File: config.mk
export PLATFORM = sky130hd
export DESIGN_NAME = multicycle_data_path
export DESIGN_NICKNAME = d
export VERILOG_FILES = /design/src/rtl/multicycle_data_path.sv
export SDC_FILE = /design/constraint.sdc
export NUM_CORES = 2
export LEC_CHECK = 0
export BUFFER_PORTS_ARGS = -buffer_cell sky130_fd_sc_hd__clkbuf_2
export CAP_MARGIN = 20
export CORE_UTILIZATION = 57
export CTS_BUF_LIST = sky130_fd_sc_hd__clkbuf_2 sky130_fd_sc_hd__clkbuf_4 sky130_fd_sc_hd__clkbuf_8
export CTS_CLUSTER_SIZE = 8
export DETAILED_ROUTE_END_ITERATION = 7
export PLACE_DENSITY = 0.8
export SETUP_SLACK_MARGIN = 0.1
export SLEW_MARGIN = 20
export SYNTH_ARGS = -nofsm -noshare
export SYNTH_HDL_FRONTEND = slang
export SYNTH_SLANG_ARGS = --single-unit
File: constraint.sdc
create_clock -name clk -period 21 [get_ports clk]
set_clock_uncertainty 0.05 [all_clocks]
set_input_delay 4.2 -clock clk [delete_from_list [all_inputs] [get_ports clk]]
set_output_delay 4.2 -clock clk [all_outputs]
set_load 0.05 [all_outputs]
File: src/rtl/multicycle_data_path.sv
// Multicycle ARM-subset CPU core: register file, ALU with NZCV, control FSM, single req/ready memory port.
// Optional MC_DATA_PATH_BL_EN: op 10 with funct[4] = 1 also writes the return address to r14.
module multicycle_data_path #(
    parameter int unsigned ADDR_W         = 32,
    parameter logic [31:0] RESET_PC       = 32'h0,
    parameter bit          RF_RESET_CLEAR = 1'b1
) (
    input  logic              clk,
    input  logic              reset,
    output logic              mem_req,
    output logic              mem_we,
    output logic [ADDR_W-1:0] mem_addr,
    output logic [31:0]       mem_wdata,
    input  logic [31:0]       mem_rdata,
    input  logic              mem_ready,
    output logic [ADDR_W-1:0] pc,
    output logic              retire,
    output logic [3:0]        flags
);

    typedef enum logic [3:0] {
        FETCH, DECODE, EXEC_R, EXEC_I, MEMADR, MEMRD, MEMWB, MEMWR, ALUWB, BRANCH
    } state_t;

    localparam logic [3:0] CMD_ADD = 4'b0100;
    localparam logic [3:0] CMD_SUB = 4'b0010;
    localparam logic [3:0] CMD_AND = 4'b0000;
    localparam logic [3:0] CMD_ORR = 4'b1100;
    localparam logic [3:0] CMD_CMP = 4'b1010;

    state_t            state_q;
    logic [ADDR_W-1:0] pc_q, mem_addr_q;
    logic [31:0]       ir_q, a_q, b_q, alu_q, data_q, mem_wdata_q;
    logic [3:0]        flags_q;
    logic              mem_req_q, mem_we_q;
    logic [31:0]       rf_q [0:15];

    logic [1:0]        op;
    logic [3:0]        cond, cmd, rn, rd, rm;
    logic              cond_ok, nop_d, wb_pc_d;
    logic [ADDR_W-1:0] pc_plus4_d, br_target_d, next_pc_d;
    logic [31:0]       rn_val_d, rd_val_d, rm_val_d, srcb_d, alu_res_d, addr_calc_d, wb_val_d;
    logic [32:0]       sum_add_d, sum_sub_d;
    logic [3:0]        alu_flags_d;
    logic              c_d, v_d;

    assign cond = ir_q[31:28];
    assign op   = ir_q[27:26];
    assign cmd  = ir_q[24:21];
    assign rn   = ir_q[19:16];
    assign rd   = ir_q[15:12];
    assign rm   = ir_q[3:0];

    // After FETCH pc already holds fetch+4, so r15 reads and branch base are pc+4 (fetch+8).
    assign pc_plus4_d  = pc_q + ADDR_W'(4);
    assign rn_val_d    = (rn == 4'd15) ? 32'(pc_plus4_d) : rf_q[rn];
    assign rd_val_d    = (rd == 4'd15) ? 32'(pc_plus4_d) : rf_q[rd];
    assign rm_val_d    = (rm == 4'd15) ? 32'(pc_plus4_d) : rf_q[rm];
    assign br_target_d = pc_plus4_d + ADDR_W'({{6{ir_q[23]}}, ir_q[23:0], 2'b00});
    assign addr_calc_d = ir_q[23] ? a_q + {20'b0, ir_q[11:0]} : a_q - {20'b0, ir_q[11:0]};

    always_comb begin
        unique case (cond)
            4'b0000: cond_ok = flags_q[2];
            4'b0001: cond_ok = !flags_q[2];
            4'b0010: cond_ok = flags_q[1];
            4'b0011: cond_ok = !flags_q[1];
            4'b0100: cond_ok = flags_q[3];
            4'b0101: cond_ok = !flags_q[3];
            4'b0110: cond_ok = flags_q[0];
            4'b0111: cond_ok = !flags_q[0];
            4'b1000: cond_ok = flags_q[1] && !flags_q[2];
            4'b1001: cond_ok = !flags_q[1] || flags_q[2];
            4'b1010: cond_ok = (flags_q[3] == flags_q[0]);
            4'b1011: cond_ok = (flags_q[3] != flags_q[0]);
            4'b1100: cond_ok = !flags_q[2] && (flags_q[3] == flags_q[0]);
            4'b1101: cond_ok = flags_q[2] || (flags_q[3] != flags_q[0]);
            4'b1110: cond_ok = 1'b1;
            default: cond_ok = 1'b0;
        endcase
        nop_d = !cond_ok || (op == 2'b11) ||
                ((op == 2'b00) && !(cmd inside {CMD_ADD, CMD_SUB, CMD_AND, CMD_ORR, CMD_CMP}));
    end

    always_comb begin
        srcb_d    = (state_q == EXEC_I) ? {24'b0, ir_q[7:0]} : b_q;
        sum_add_d = {1'b0, a_q} + {1'b0, srcb_d};
        sum_sub_d = {1'b0, a_q} + {1'b0, ~srcb_d} + 33'd1;
        alu_res_d = a_q & srcb_d;
        c_d       = flags_q[1];
        v_d       = flags_q[0];
        case (cmd)
            CMD_ADD: begin
                alu_res_d = sum_add_d[31:0];
                c_d       = sum_add_d[32];
                v_d       = (a_q[31] == srcb_d[31]) && (alu_res_d[31] != a_q[31]);
            end
            CMD_SUB, CMD_CMP: begin
                alu_res_d = sum_sub_d[31:0];
                c_d       = sum_sub_d[32];
                v_d       = (a_q[31] != srcb_d[31]) && (alu_res_d[31] != a_q[31]);
            end
            CMD_ORR: alu_res_d = a_q | srcb_d;
            default: alu_res_d = a_q & srcb_d;
        endcase
        alu_flags_d = {alu_res_d[31], (alu_res_d == 32'h0), c_d, v_d};
    end

    always_comb begin
        wb_val_d  = (state_q == MEMWB) ? data_q : alu_q;
        wb_pc_d   = (rd == 4'd15) && !((state_q == ALUWB) && (cmd == CMD_CMP));
        next_pc_d = wb_pc_d ? ADDR_W'(wb_val_d & ~32'h3) : pc_q;
    end

    always_ff @(posedge clk) begin
        if (reset) begin
            state_q     <= FETCH;
            pc_q        <= ADDR_W'(RESET_PC);
            flags_q     <= '0;
            mem_req_q   <= 1'b0;
            mem_we_q    <= 1'b0;
            mem_addr_q  <= '0;
            mem_wdata_q <= '0;
            ir_q        <= '0;
            if (RF_RESET_CLEAR) begin
                for (int unsigned i = 0; i < 15; i++) rf_q[4'(i)] <= '0;
            end
        end else begin
            case (state_q)
                FETCH: begin
                    // Request is raised on entry to FETCH; only the first cycle after reset arrives idle.
                    if (!mem_req_q) begin
                        mem_req_q  <= 1'b1;
                        mem_we_q   <= 1'b0;
                        mem_addr_q <= pc_q;
                    end else if (mem_ready) begin
                        ir_q      <= mem_rdata;
                        pc_q      <= pc_plus4_d;
                        mem_req_q <= 1'b0;
                        state_q   <= DECODE;
                    end
                end
                DECODE: begin
                    a_q <= rn_val_d;
                    b_q <= ((op == 2'b01) && !ir_q[20]) ? rd_val_d : rm_val_d;
                    if (nop_d) begin
                        mem_req_q  <= 1'b1;
                        mem_we_q   <= 1'b0;
                        mem_addr_q <= pc_q;
                        state_q    <= FETCH;
                    end else if (op == 2'b00) begin
                        state_q <= ir_q[25] ? EXEC_I : EXEC_R;
                    end else if (op == 2'b01) begin
                        state_q <= MEMADR;
                    end else begin
                        state_q <= BRANCH;
                    end
                end
                EXEC_R, EXEC_I: begin
                    alu_q <= alu_res_d;
                    if (ir_q[20] || (cmd == CMD_CMP)) flags_q <= alu_flags_d;
                    state_q <= ALUWB;
                end
                ALUWB, MEMWB: begin
                    if (!wb_pc_d && !((state_q == ALUWB) && (cmd == CMD_CMP))) rf_q[rd] <= wb_val_d;
                    pc_q       <= next_pc_d;
                    mem_req_q  <= 1'b1;
                    mem_we_q   <= 1'b0;
                    mem_addr_q <= next_pc_d;
                    state_q    <= FETCH;
                end
                MEMADR: begin
                    mem_req_q   <= 1'b1;
                    mem_we_q    <= !ir_q[20];
                    mem_addr_q  <= ADDR_W'(addr_calc_d & ~32'h3);
                    mem_wdata_q <= b_q;
                    state_q     <= ir_q[20] ? MEMRD : MEMWR;
                end
                MEMRD: begin
                    if (mem_ready) begin
                        data_q    <= mem_rdata;
                        mem_req_q <= 1'b0;
                        state_q   <= MEMWB;
                    end
                end
                MEMWR: begin
                    if (mem_ready) begin
                        mem_req_q  <= 1'b1;
                        mem_we_q   <= 1'b0;
                        mem_addr_q <= pc_q;
                        state_q    <= FETCH;
                    end
                end
                BRANCH: begin
`ifdef MC_DATA_PATH_BL_EN
                    if (ir_q[24]) rf_q[14] <= 32'(pc_q);
`endif
                    pc_q       <= br_target_d;
                    mem_req_q  <= 1'b1;
                    mem_we_q   <= 1'b0;
                    mem_addr_q <= br_target_d;
                    state_q    <= FETCH;
                end
                default: state_q <= FETCH;
            endcase
        end
    end

    assign retire    = !reset && (((state_q == DECODE) && nop_d) ||
                                  (state_q inside {ALUWB, MEMWB, BRANCH}) ||
                                  ((state_q == MEMWR) && mem_ready));
    assign mem_req   = mem_req_q;
    assign mem_we    = mem_we_q;
    assign mem_addr  = mem_addr_q;
    assign mem_wdata = mem_wdata_q;
    assign pc        = pc_q;
    assign flags     = flags_q;

endmodule

==> flow_summary.rst <==
.. list-table::
   :header-rows: 1

   * - Metric
     - Value
   * - Failing checks
     - design-rule violations
   * - CP Capture Type
     - output pin
   * - Post-CTS Repair Setup Buffers
     - 0
   * - Count of final max-slew check failures
     - 0
   * - Ys async rst share
     - 0%
   * - Die Span Y
     - 298 um
   * - Synthesized instance count
     - 4274
   * - First-pass GRT wire length
     - 244 mm
   * - Top flip-flop cell by instance count after synthesis
     - sky130_fd_sc_hd__edfxtp_1
   * - Hold_buf cts
     - 0
   * - Tightest Hold Check Type
     - register to register
   * - Routed length per instance
     - between 20 and 30 um
   * - Count of distinct cell types in the synthesized netlist
     - 105
   * - Maximum fanout encountered on the critical timing path
     - 10
   * - Worst Reg-to-Reg Cells
     - 18
   * - 1st-iter DRT viols
     - 6470
   * - Count of buffers from port buffering
     - 137
   * - Cells taking the most area after synthesis
     - sky130_fd_sc_hd__edfxtp_1, sky130_fd_sc_hd__mux4_2, sky130_fd_sc_hd__dfxtp_1, sky130_fd_sc_hd__nor2_1, sky130_fd_sc_hd__ha_1
   * - Insertion delay to the later sink of the worst-skew pair
     - 0.82 ns
   * - Maximum number of pins on one net before global-route repair
     - 104
   * - WP data required
     - 16.75 ns
   * - Area of the core region
     - 0.0868 mm2
   * - Count of fill cells added during filler insertion
     - 6485
   * - Result of the run
     - finished, violations left
   * - Starting utilization of the core area
     - between 50% and 60%
   * - Startpoint type of the worst setup path
     - input port
   * - Destination of the worst register-to-register timing path
     - flags[2]
   * - Setup slack at placement
     - roughly 12 ns
   * - Launch point of the worst hold path
     - mem_wdata[7]
   * - Post-DP Area
     - 0.0517 mm2
   * - End of the worst hold path
     - mem_wdata[7]
   * - EDFF count, synth
     - 640
   * - Commonest non-fill, non-tap cell in the layout
     - sky130_fd_sc_hd__nor2_1
   * - GRT Overall Usage
     - 37.2%
   * - Total instance count after detailed placement
     - 5355
   * - Maximum operating frequency
     - 0.107 GHz
   * - Inserted Clock Buffers
     - 136
   * - Crit path time final
     - 9.34 ns
   * - Layout area overhead
     - 9.10%
   * - Setup repair after global routing missed its margin
     - no
   * - Master cell of the clock root buffer
     - sky130_fd_sc_hd__clkbuf_8
   * - Non-filler instance count after layout
     - 5598
   * - Netlist area before placement
     - 0.0499 mm2
   * - Sequential fraction of the synthesis area
     - between 40% and 50%
   * - Grt total ovfl
     - 0
   * - Routed vias
     - approximately 40000
   * - Share of Yosys cell area claimed by the top area cell type
     - 38.5%
   * - Yosys warning count
     - 0
   * - Hold Path Depth
     - 2
   * - Post-synthesis register bit count
     - 790
   * - Number of clock sinks
     - 790
   * - Worst-case setup margin in the final layout
     - 11.66 ns
   * - Drt first pass iters
     - 8
   * - Source of the worst register-to-register timing path
     - state_q[1]
   * - Share of the core filled with cells
     - 62.8%
   * - Worst rel slew slack
     - 23.3%
   * - Via count of the first global-routing pass
     - approximately 40000
   * - Peak supply drop
     - roughly 59 uV
   * - Routability congestion estimate from global placement
     - 0.992
   * - Number of routed nets with antenna violations
     - 0
   * - Via/cell ratio
     - 7.11
   * - # Max-Cap Violations
     - 0
   * - Number of ports placed on the die boundary
     - between 100 and 150
   * - Mean instance size in the synthesized netlist
     - 11.7 um2
   * - CP arrival
     - 5.09 ns
   * - TritonCTS clock tree
     - done
   * - Setup CP Type
     - input port to output pin
   * - Fin area
     - 0.0545 mm2
   * - Depth of the CTS H-tree
     - 4
   * - Transition time at the pin with the least slew margin
     - around 1.1 ns
   * - Total Die Area
     - ~0.089 mm2
   * - Die width
     - 298 um
   * - Setup TNS
     - 0 ns
   * - Total Wirelength
     - 166 mm
   * - Post_cts resized
     - 0
   * - Final setup viols
     - 0
   * - Clock-pin slew reported for the worst setup and hold paths after clock tree synthesis
     - 0.06 ns
   * - Most used cells in the layout excluding fill and tap cells
     - sky130_fd_sc_hd__nor2_1, sky130_fd_sc_hd__edfxtp_1, sky130_fd_sc_hd__mux4_2, sky130_fd_sc_hd__nand2_1, sky130_fd_sc_hd__a21oi_1
   * - Post-route DRC violation count
     - 6
   * - P per Cell Area
     - around 73 mW/mm2
   * - Fraction of final layout cells with drive strength greater than 1
     - roughly a quarter
   * - Antenna violations before repair
     - 3
   * - Minimum setup slack among reg-to-reg paths
     - 14.57 ns
   * - Final Cycle Share
     - between 40% and 50%
   * - Static Leakage
     - about 20 nW
   * - Detailed-placement wirelength estimate
     - 109 mm
   * - Hold Violations, Final
     - 0
   * - Maximum count of clock buffers along a single path
     - 3
   * - Core Rows
     - 108
   * - Number of nets at the end of the flow
     - between 4000 and 5000
   * - Cell accounting for the most synthesized area
     - sky130_fd_sc_hd__edfxtp_1
==> cells by family (layout without fill, tap and decap cells) <==
kind of cell	Yosys count	after routing	synth area share [%]
AO/OA/AOI/OAI	815	815	10.6
XOR/XNOR	116	116	2.04
adder cells (fa/ha/maj)	169	169	4.28
buffers and inverters	524	657	4.35
flip-flops	790	790	44.5
multiplexers	534	534	22.8
other	1	37	0.00751
AND/OR/NAND/NOR	1325	1325	11.4
==> worst max-delay path: stages <==
cell and delay, ns:
sky130_fd_sc_hd__clkbuf_2 0.17, sky130_fd_sc_hd__nand2b_1 0.16, sky130_fd_sc_hd__a31oi_1 0.10, sky130_fd_sc_hd__nor2_1 0.16, sky130_fd_sc_hd__clkbuf_2 0.30
==> metrics by stage <==
stage	hold slack, ns	total power [mW]
after floorplan	0.387	2.32
after global placement	0.391	2.50
final	0.403	3.95
after global routing	0.420	4.05
after detailed placement	0.397	2.52
after CTS	0.405	3.92
==> power by group <==
group	switching, mW	total (mW)	leakage, nW	internal, mW
Clock	0.667	1.43	1.43	0.765
Sequential	0.0690	1.82	7.66	1.75
Combinational	0.417	0.700	10.9	0.283
==> flip-flops by register name, summed over array words and instances, names as in the netlist, named ones only <==
name,count
a_q,32
alu_q,32
b_q,32
data_q,32
flags,4
ir_q,32
mem_addr,32
mem_req,1
mem_wdata,32
mem_we,1
pc,32
rf_q,512
state_q,4
==> how the worst max path moves through the flow <==
| stage | startpoint | endpoint | slack [ns] |
|---|---|---|---|
| after floorplan | reset | a_q[0] | 9.63 |
| after global placement | mem_ready | retire | 11.68 |
| after detailed placement | mem_ready | retire | 11.70 |
| after CTS | mem_ready | retire | 11.69 |
| after global routing | mem_ready | retire | 11.63 |
| final | mem_ready | retire | 11.66 |
==> metal layers <==
| metal | track usage (%) | vias up | wire length, um |
|---|---|---|---|
| met5 | 0 | - | 43 |
| met4 | 20.9 | 2 | 10600 |
| met3 | 12.4 | 730 | 26300 |
| met2 | 56.8 | 3449 | 74900 |
| met1 | 46.8 | 19300 | 54300 |
| li1 | - | 16300 | - |
==> synthesized netlist by cell type (45+ instances only) <==
library cell and instances:
sky130_fd_sc_hd__inv_1 175, sky130_fd_sc_hd__nand3_1 51, sky130_fd_sc_hd__nand2_1 320, sky130_fd_sc_hd__o22ai_1 45, sky130_fd_sc_hd__a21oi_1 269, sky130_fd_sc_hd__buf_1 46, sky130_fd_sc_hd__nor2_1 720, sky130_fd_sc_hd__edfxtp_1 640
sky130_fd_sc_hd__clkbuf_1 267, sky130_fd_sc_hd__o21ai_0 142, sky130_fd_sc_hd__a211oi_1 71, sky130_fd_sc_hd__xnor2_1 75, sky130_fd_sc_hd__ha_1 166, sky130_fd_sc_hd__dfxtp_1 150, sky130_fd_sc_hd__a21o_1 46, sky130_fd_sc_hd__mux4_2 481
==> cell type report <==
class	count	area, um2	area share (%)
Antenna cell	5	12.5	0.0230
Clock buffer	198	2460	4.51
Clock inverter	40	262	0.480
Inverter	177	664	1.22
Multi-Input combinational cell	2991	25800	47.4
Sequential cell	790	22300	40.9
Tap cell	1155	1450	2.65
Timing Repair Buffer	242	1550	2.84
Power figures use the tool's default switching activity.
